[src/rtl/periwinkle_pkg.sv]
// Shared definitions for the Periwinkle transport-triggered core: move fields,
// SPR map, ALU op encoding, LFSR taps and control FSM states.
package periwinkle_pkg;

  localparam int INSTR_W  = 40;
  localparam int XFER_BIT = 39;
  localparam int SRC_LSB  = 6;
  localparam int OPND_W   = 6;

  typedef logic [4:0] spr_idx_t;

  localparam spr_idx_t SPR_PC       = 5'd0;
  localparam spr_idx_t SPR_STATUS   = 5'd1;
  localparam spr_idx_t SPR_HALT     = 5'd2;
  localparam spr_idx_t SPR_RNG      = 5'd3;
  localparam spr_idx_t SPR_ALU_BASE = 5'd4;
  localparam spr_idx_t SPR_SIZ      = 5'd8;
  localparam spr_idx_t SPR_SINZ     = 5'd9;
  localparam spr_idx_t SPR_REF      = 5'd10;
  localparam spr_idx_t SPR_DEF      = 5'd11;
  localparam spr_idx_t SPR_NULL     = 5'd12;
  localparam spr_idx_t SPR_DEFI     = 5'd13;

  typedef enum logic [1:0] {ALU_OP0, ALU_OP1, ALU_OP2, ALU_OP3} alu_op_e;

  localparam logic [31:0] LFSR_TAPS = 32'h800007D8;

  typedef enum logic [1:0] {ST_RUN, ST_STALL, ST_HALTED} state_e;

  typedef struct packed {
    logic              lit;
    logic [OPND_W-1:0] src;
    logic [OPND_W-1:0] dst;
  } move_t;

  function automatic logic is_spr(logic [OPND_W-1:0] opnd, spr_idx_t idx);
    return !opnd[5] && (opnd[4:0] == idx);
  endfunction

  // SPRs 4..7 all map onto the ALU; the low two bits carry the op
  function automatic logic is_alu(logic [OPND_W-1:0] opnd);
    return !opnd[5] && (opnd[4:2] == SPR_ALU_BASE[4:2]);
  endfunction

  function automatic alu_op_e alu_op(logic [OPND_W-1:0] opnd);
    return alu_op_e'(opnd[1:0]);
  endfunction

endpackage

[src/rtl/periwinkle_rng.sv]
// 32-bit Fibonacci LFSR with load, advance and a guard that never lets the
// register be seeded with zero.
module periwinkle_rng
  import periwinkle_pkg::*;
#(
  parameter logic [31:0] SEED = 32'h1
) (
  input  logic        i_clk,
  input  logic        i_rst_n,
  input  logic        i_load,
  input  logic [31:0] i_load_val,
  input  logic        i_adv,
  output logic [31:0] o_rng
);

  logic [31:0] rng_q;

  // a load wins over an advance in the same move
  always_ff @(posedge i_clk or negedge i_rst_n) begin
    if (!i_rst_n)    rng_q <= SEED;
    else if (i_load) rng_q <= (i_load_val == '0) ? SEED : i_load_val;
    else if (i_adv)  rng_q <= {^(rng_q & LFSR_TAPS), rng_q[31:1]};
  end

  assign o_rng = rng_q;

endmodule

[src/rtl/periwinkle_core.sv]
// Periwinkle core: one 40-bit move per cycle with a valid/ready ALU port,
// stall/halt control, DEF/DEFI dereference and an optional RNG SPR
// (enabled by defining PERIWINKLE_RNG_EN).
module periwinkle_core
  import periwinkle_pkg::*;
#(
  parameter int          DATA_W     = 32,
  parameter int          GPR_COUNT  = 32,
  parameter int          DMEM_DEPTH = 64,
  parameter int          PMEM_AW    = 8,
  parameter logic [31:0] RNG_SEED   = 32'h1
) (
  input  logic               i_clk,
  input  logic               i_rst_n,
  output logic [PMEM_AW-1:0] o_pmem_addr,
  input  logic [INSTR_W-1:0] i_instr,
  output logic [1:0]         o_alu_in_op,
  output logic               o_alu_in_valid,
  output logic [DATA_W-1:0]  o_alu_in_data,
  input  logic               i_alu_in_ready,
  output logic [1:0]         o_alu_out_op,
  output logic               o_alu_out_ready,
  input  logic               i_alu_out_valid,
  input  logic [DATA_W-1:0]  i_alu_out_data,
  input  logic [4:0]         i_alu_out_flags,
  output logic               o_halted
);

  localparam int RW = $clog2(DMEM_DEPTH);

  state_e             state_q, state_d;
  logic [PMEM_AW-1:0] pc_q, pc_d;
  logic [DATA_W-1:0]  status_q;
  logic [RW-1:0]      ref_q;
  logic [DATA_W-1:0]  gpr_q [32];
  logic [DATA_W-1:0]  dmem  [DMEM_DEPTH];

  move_t             mv;
  logic [DATA_W-1:0] src_val;
  logic              src_alu, dst_alu, running, done, halt_wr, defi_hit;
  logic              out_hs, in_hs;

  assign mv.lit = !i_instr[XFER_BIT];
  assign mv.src = i_instr[SRC_LSB +: OPND_W];
  assign mv.dst = i_instr[OPND_W-1:0];

  // a literal move has no source operand, so it can never touch ALU/RNG/DEFI
  assign src_alu  = !mv.lit && is_alu(mv.src);
  assign dst_alu  = is_alu(mv.dst);
  assign defi_hit = (!mv.lit && is_spr(mv.src, SPR_DEFI)) || is_spr(mv.dst, SPR_DEFI);

`ifdef PERIWINKLE_RNG_EN
  logic [31:0] rng_val;
  logic        unused_rng;

  periwinkle_rng #(.SEED(RNG_SEED)) u_rng (
    .i_clk      (i_clk),
    .i_rst_n    (i_rst_n),
    .i_load     (done && is_spr(mv.dst, SPR_RNG)),
    .i_load_val (32'(src_val)),
    .i_adv      (done && !mv.lit && is_spr(mv.src, SPR_RNG)),
    .o_rng      (rng_val)
  );
  assign unused_rng = ^rng_val;
`else
  logic unused_rng;
  assign unused_rng = ^RNG_SEED;
`endif

  logic unused_instr;
  assign unused_instr = ^i_instr[38:6];

  always_comb begin
    src_val = '0;
    if (mv.lit) begin
      src_val = i_instr[SRC_LSB +: DATA_W];
    end else if (mv.src[5]) begin
      if (int'(mv.src[4:0]) < GPR_COUNT) src_val = gpr_q[mv.src[4:0]];
    end else if (is_alu(mv.src)) begin
      src_val = i_alu_out_data;
    end else begin
      case (mv.src[4:0])
        SPR_PC:     src_val = DATA_W'(pc_q);
        SPR_STATUS: src_val = status_q;
        SPR_RNG: begin
`ifdef PERIWINKLE_RNG_EN
          src_val = rng_val[DATA_W-1:0];
`endif
        end
        SPR_REF:            src_val = DATA_W'(ref_q);
        SPR_DEF, SPR_DEFI:  src_val = dmem[ref_q];
        SPR_NULL:           src_val = '0;
        default:            src_val = '0;
      endcase
    end
  end

  // reset and halt both silence the handshake outputs
  assign running         = i_rst_n && (state_q != ST_HALTED);
  assign o_alu_out_ready = running && src_alu && (!dst_alu || i_alu_in_ready);
  assign o_alu_in_valid  = running && dst_alu && (!src_alu || i_alu_out_valid);
  assign out_hs          = o_alu_out_ready && i_alu_out_valid;
  assign in_hs           = o_alu_in_valid && i_alu_in_ready;
  assign done            = running && (!src_alu || out_hs) && (!dst_alu || in_hs);
  assign halt_wr         = is_spr(mv.dst, SPR_HALT) && (src_val != '0);

  assign o_alu_in_op   = alu_op(mv.dst);
  assign o_alu_out_op  = alu_op(mv.src);
  assign o_alu_in_data = src_val;
  assign o_pmem_addr   = pc_q;
  assign o_halted      = (state_q == ST_HALTED);

  always_comb begin
    state_d = state_q;
    case (state_q)
      ST_RUN, ST_STALL: begin
        if (done) state_d = halt_wr ? ST_HALTED : ST_RUN;
        else      state_d = ST_STALL;
      end
      ST_HALTED: state_d = ST_HALTED;
      default:   state_d = ST_RUN;
    endcase
  end

  always_comb begin
    pc_d = pc_q + PMEM_AW'(1);
    if (is_spr(mv.dst, SPR_PC))
      pc_d = PMEM_AW'(src_val);
    else if (is_spr(mv.dst, SPR_SIZ) && (src_val == '0))
      pc_d = pc_q + PMEM_AW'(2);
    else if (is_spr(mv.dst, SPR_SINZ) && (src_val != '0))
      pc_d = pc_q + PMEM_AW'(2);
  end

  always_ff @(posedge i_clk or negedge i_rst_n) begin
    if (!i_rst_n) begin
      state_q <= ST_RUN;
      pc_q    <= '0;
    end else begin
      state_q <= state_d;
      if (done) pc_q <= pc_d;
    end
  end

  always_ff @(posedge i_clk or negedge i_rst_n) begin
    if (!i_rst_n)    status_q <= '0;
    else if (out_hs) status_q <= DATA_W'(i_alu_out_flags);
  end

  // explicit REF write beats the DEFI post-increment
  always_ff @(posedge i_clk or negedge i_rst_n) begin
    if (!i_rst_n)                             ref_q <= '0;
    else if (done && is_spr(mv.dst, SPR_REF)) ref_q <= src_val[RW-1:0];
    else if (done && defi_hit)                ref_q <= ref_q + RW'(1);
  end

  // unimplemented GPRs stay at their reset value and fold away
  always_ff @(posedge i_clk or negedge i_rst_n) begin
    if (!i_rst_n) begin
      for (int g = 0; g < 32; g++) gpr_q[g] <= '0;
    end else if (done && mv.dst[5] && (int'(mv.dst[4:0]) < GPR_COUNT)) begin
      gpr_q[mv.dst[4:0]] <= src_val;
    end
  end

  always_ff @(posedge i_clk) begin
    if (done && (is_spr(mv.dst, SPR_DEF) || is_spr(mv.dst, SPR_DEFI)))
      dmem[ref_q] <= src_val;
  end

endmodule

[config.mk]
export PLATFORM = sky130hd
export DESIGN_NAME = periwinkle_core
export DESIGN_NICKNAME = d
export VERILOG_FILES = /design/src/rtl/periwinkle_pkg.sv /design/src/rtl/periwinkle_rng.sv /design/src/rtl/periwinkle_core.sv
export SDC_FILE = /design/constraint.sdc
export NUM_CORES = 2
export LEC_CHECK = 0
export CAP_MARGIN = 0
export CORE_ASPECT_RATIO = 0.5
export CORE_MARGIN = 2
export CORE_UTILIZATION = 35
export DETAILED_ROUTE_END_ITERATION = 12
export PLACE_DENSITY_LB_ADDON = 0.08
export SLEW_MARGIN = 20
export SYNTH_ARGS = -nofsm -noshare
export SYNTH_HDL_FRONTEND = slang
export SYNTH_HIERARCHICAL = 1
export SYNTH_SLANG_ARGS = --single-unit
[constraint.sdc]
create_clock -name i_clk -period 6.76 [get_ports i_clk]
set_input_delay 1.69 -clock i_clk [delete_from_list [all_inputs] [get_ports i_clk]]
set_output_delay 1.69 -clock i_clk [all_outputs]
set_load 0.01 [all_outputs]
==> flow_metrics.env <==
export IMPL_status="finished clean"
export IMPL_critical_path_class="in2out"
export IMPL_crit_arrival_ps=5050
export IMPL_clockPowerShare_pct=34.0
export IMPL_min_period_ps=6740
export IMPL_tns_ps=0
export IMPL_ys_types=82
export IMPL_rrSetupSlack_ps=580
export IMPL_clkTransAtPathRegs_ps=70
export IMPL_routed_wirelength_microns=486000
export IMPL_slew_limit_headroom_pct=18.6
export IMPL_fin_cells=13400
export IMPL_cp_start_kind="primary input"
export IMPL_setup_viol=0
export IMPL_cp_end_kind="output port"
export IMPL_grt_pass1_wl_microns=663000
export IMPL_io_pins=128
export IMPL_die_area_sq_um=368000
export IMPL_cts_sinks=3093
export IMPL_skew_ps=41.4
export IMPL_cts_root_buf="clkbuf_16"
export IMPL_crit_path_end="o_alu_in_data[26]"
export IMPL_ys_flop_type="edfxtp_1"
export IMPL_ys_warn_count=6
export IMPL_p_sw_share_pct=30.1
export IMPL_ys_async_sr_fraction_pct=33.8
export IMPL_cts_buffers=304
export IMPL_max_slew_worst_pin_slew_ps=1220
export IMPL_rows=156
export IMPL_io_buffers=126
export IMPL_power_switching_mw=14.9
export IMPL_syn_to_final_growth_pct=18.5
export IMPL_min_delay_start="state_q[1]"
export IMPL_remaining_drc_errors=0
export IMPL_core_area_sq_um=361000
export IMPL_hold_viol_final=0
export IMPL_avgSynthCellArea_sq_um=16.5
export IMPL_dp_cells=12800
export IMPL_drive_above_1_share_pct=31.7
export IMPL_wl_per_cell_microns=36.3
export IMPL_gp_congestion=0.866
export IMPL_drt_iter0_drc=8813
export IMPL_ant_nets=0
export IMPL_regToRegEndpoint="o_pmem_addr[6]"
export IMPL_grt_max_degree=158
export IMPL_power_frac_comb_pct=22.4
export IMPL_cp_max_fo=13
export IMPL_syn_nets=7781
export IMPL_rsz0062_at_grt="no"
export IMPL_ys_ff_latch=3093
export IMPL_fin_crit_sh_pct=99.7
export IMPL_p_per_area_nw_per_um2=328
export IMPL_start_util_pct=35.1
export IMPL_power_leakage_nw=56.0
export IMPL_die_y_microns=430
export IMPL_syn_inst=7697
export IMPL_dp_hpwl_microns=308000
export IMPL_required_ps=5070
export IMPL_postCtsHoldBufs=0
export IMPL_hold_class="reg2reg"
export IMPL_critical_path_startpoint="i_instr[8]"
export IMPL_irDropWorstVdd_mv=0.190
export IMPL_fill_cells=32800
export IMPL_cap_viol_max_count=0
export IMPL_internal_power_mw=34.5
export IMPL_antenna_found_initial=26
export IMPL_clock_latency_ps=920
export IMPL_synthesis_area_sq_um=127000
export IMPL_r2r_cells=19
export IMPL_fmax_ghz=0.148
export IMPL_r2r_start="ref_q[1]"
export IMPL_cts_tree="built"
export IMPL_nets=8414
export IMPL_seq_area_frac_synth_pct=69.1
export IMPL_grt_pass1_vias=75800
export IMPL_grt_overflow=0
export IMPL_pwr_share_seq_pct=43.6
export IMPL_drv_slew=0
export IMPL_drt_pass1_iter_count=6
export IMPL_cts_buffer_depth=4
export IMPL_grtUsageTotal_pct=25.8
export IMPL_fp_dieW_microns=856
export IMPL_via_count=77800
export IMPL_synth_edf_count=2048
export IMPL_htreeDepth=5
export IMPL_viasPerCell=5.81
repair_timing:
action,CTS,global route
endpoints found under the setup margin,24,12
cloned,1,0
setup buffers,30,3
pin swaps,5,5
resized for setup,25,16
worst min path at each step:
stage	end	slack, ps	cells after the start
finish	state_q[0]	460	1
global route	state_q[0]	490	1
CTS	state_q[0]	460	1
detailed placement	state_q[0]	460	1
global placement	state_q[0]	440	1
floorplan	state_q[0]	420	1
Yosys cell counts (all sizes together), types with 9 or more instances:
| cell type | number | area (sq um) |
|---|---|---|
| edfxtp | 2048 | 61500 |
| dfrtp | 1045 | 26200 |
| mux2 | 915 | 10300 |
| mux2i | 498 | 4980 |
| clkbuf | 381 | 1430 |
| nand2 | 325 | 1220 |
| mux4 | 317 | 7140 |
| o21ai | 279 | 1400 |
| buf | 250 | 1440 |
| a221oi | 208 | 1840 |
| o22ai | 206 | 1290 |
| nor2 | 201 | 754 |
| a22oi | 166 | 1250 |
| a21oi | 140 | 701 |
| a221o | 110 | 1100 |
| nand3 | 61 | 305 |
| o221ai | 45 | 394 |
| a211oi | 38 | 290 |
| and3 | 37 | 236 |
| a22o | 36 | 315 |
| nand3b | 29 | 218 |
| nor3 | 27 | 135 |
| nor4 | 24 | 150 |
| o22a | 24 | 210 |
| nand4 | 23 | 144 |
| nor2b | 21 | 131 |
| a31oi | 20 | 125 |
| a2111oi | 17 | 149 |
| nand2b | 16 | 100 |
| inv | 15 | 56.3 |
| or3b | 15 | 131 |
| o211ai | 14 | 105 |
| and2 | 13 | 81.3 |
| nor3b | 12 | 90.1 |
| or3 | 9 | 56.3 |
power groups by stage:
stage | Combinational [mW] | Sequential (mW) | Clock (mW)
floorplan | 5.35 | 21.7 | 0
global placement | 10.6 | 21.9 | 0
detailed placement | 10.6 | 21.9 | 0
CTS | 10.9 | 21.5 | 17.1
global route | 11.4 | 21.6 | 17.9
finish | 11.0 | 21.5 | 16.8
logic make-up after synthesis:
kind of cell               count (synthesis)  synth area share (%)
AOI/OAI and AO/OA                       1358                  7.60
xor gates and xnor gates                   8                0.0552
adders and majority gates                  3                0.0296
buffers and inverters                    646                  2.31
DFF                                     3093                  69.1
muxes                                   1730                  17.7
and+or+nand+nor                          859                  3.28
stage by stage:
stage | hold WS (ps) | power [mW] | util, % | cell area [sq um] | worst slack, ps
6_report | 457 | 49.3 | 41.6 | 150000 | 18.1
5_1_grt | 486 | 50.9 | 41.6 | 150000 | 3.01
4_1_cts | 462 | 49.5 | 41.6 | 150000 | -65.8
3_5_place_dp | 455 | 32.5 | 38.9 | 140000 | -268
3_3_place_gp | 440 | 32.5 | 38.9 | 140000 | -1010
2_1_floorplan | 420 | 27.1 | - | 127000 | 18.8
worst max-delay path, cell delays in order:
cell,delay [ps]
buf_4,280
or3b_2,530
buf_4,240
o22a_1,190
a41o_1,220
buf_4,160
a21oi_1,310
buf_4,180
a221oi_1,50
buf_4,210
o21ai_4,240
clkdlybuf4s50_1,670
flip-flops by register name (all words and copies together) (netlist names):
| name | cells |
|---|---|
| dmem | 2048 |
| gpr_q | 1024 |
| o_pmem_addr | 8 |
| ref_q | 6 |
| state_q | 2 |
| status_q | 5 |
layer usage:
layer / vias up / track usage, % / wire length, microns
met3: 547 / 4.20 / 33900
met4: 0 / 6.36 / 13000
met1: 42600 / 39.1 / 225000
met2: 2806 / 38.8 / 214000
li1: 31800 / - / -
met5: - / 0 / 0
placed cells by master (no fill, tap or decap), types with 137 or more instances in the layout:
cell | synthesis | routed
a21oi_1 | 140 | 137
o22ai_1 | 206 | 203
clkbuf_16 | 0 | 319
a22oi_1 | 166 | 164
nand2_1 | 325 | 291
mux4_2 | 317 | 317
buf_4 | 50 | 670
dfrtp_1 | 1045 | 1040
o21ai_0 | 266 | 257
mux2i_1 | 498 | 497
edfxtp_1 | 2048 | 2048
mux2_2 | 914 | 914
a221oi_1 | 205 | 204
buf_12 | 0 | 170
area by class of cell:
class / instances / area [sq um] / share of cell area [%]
Antenna cell: 19 / 47.5 / 0.0316
Sequential cell: 3093 / 87700 / 58.3
Inverter: 15 / 67.6 / 0.0449
Multi-Input combinational cell: 3959 / 37500 / 25.0
Clock buffer: 419 / 8580 / 5.70
Clock inverter: 108 / 806 / 0.536
Tap cell: 4819 / 6030 / 4.01
Timing Repair Buffer: 957 / 9630 / 6.40
Note: power is estimated with default switching activity, not from simulation.
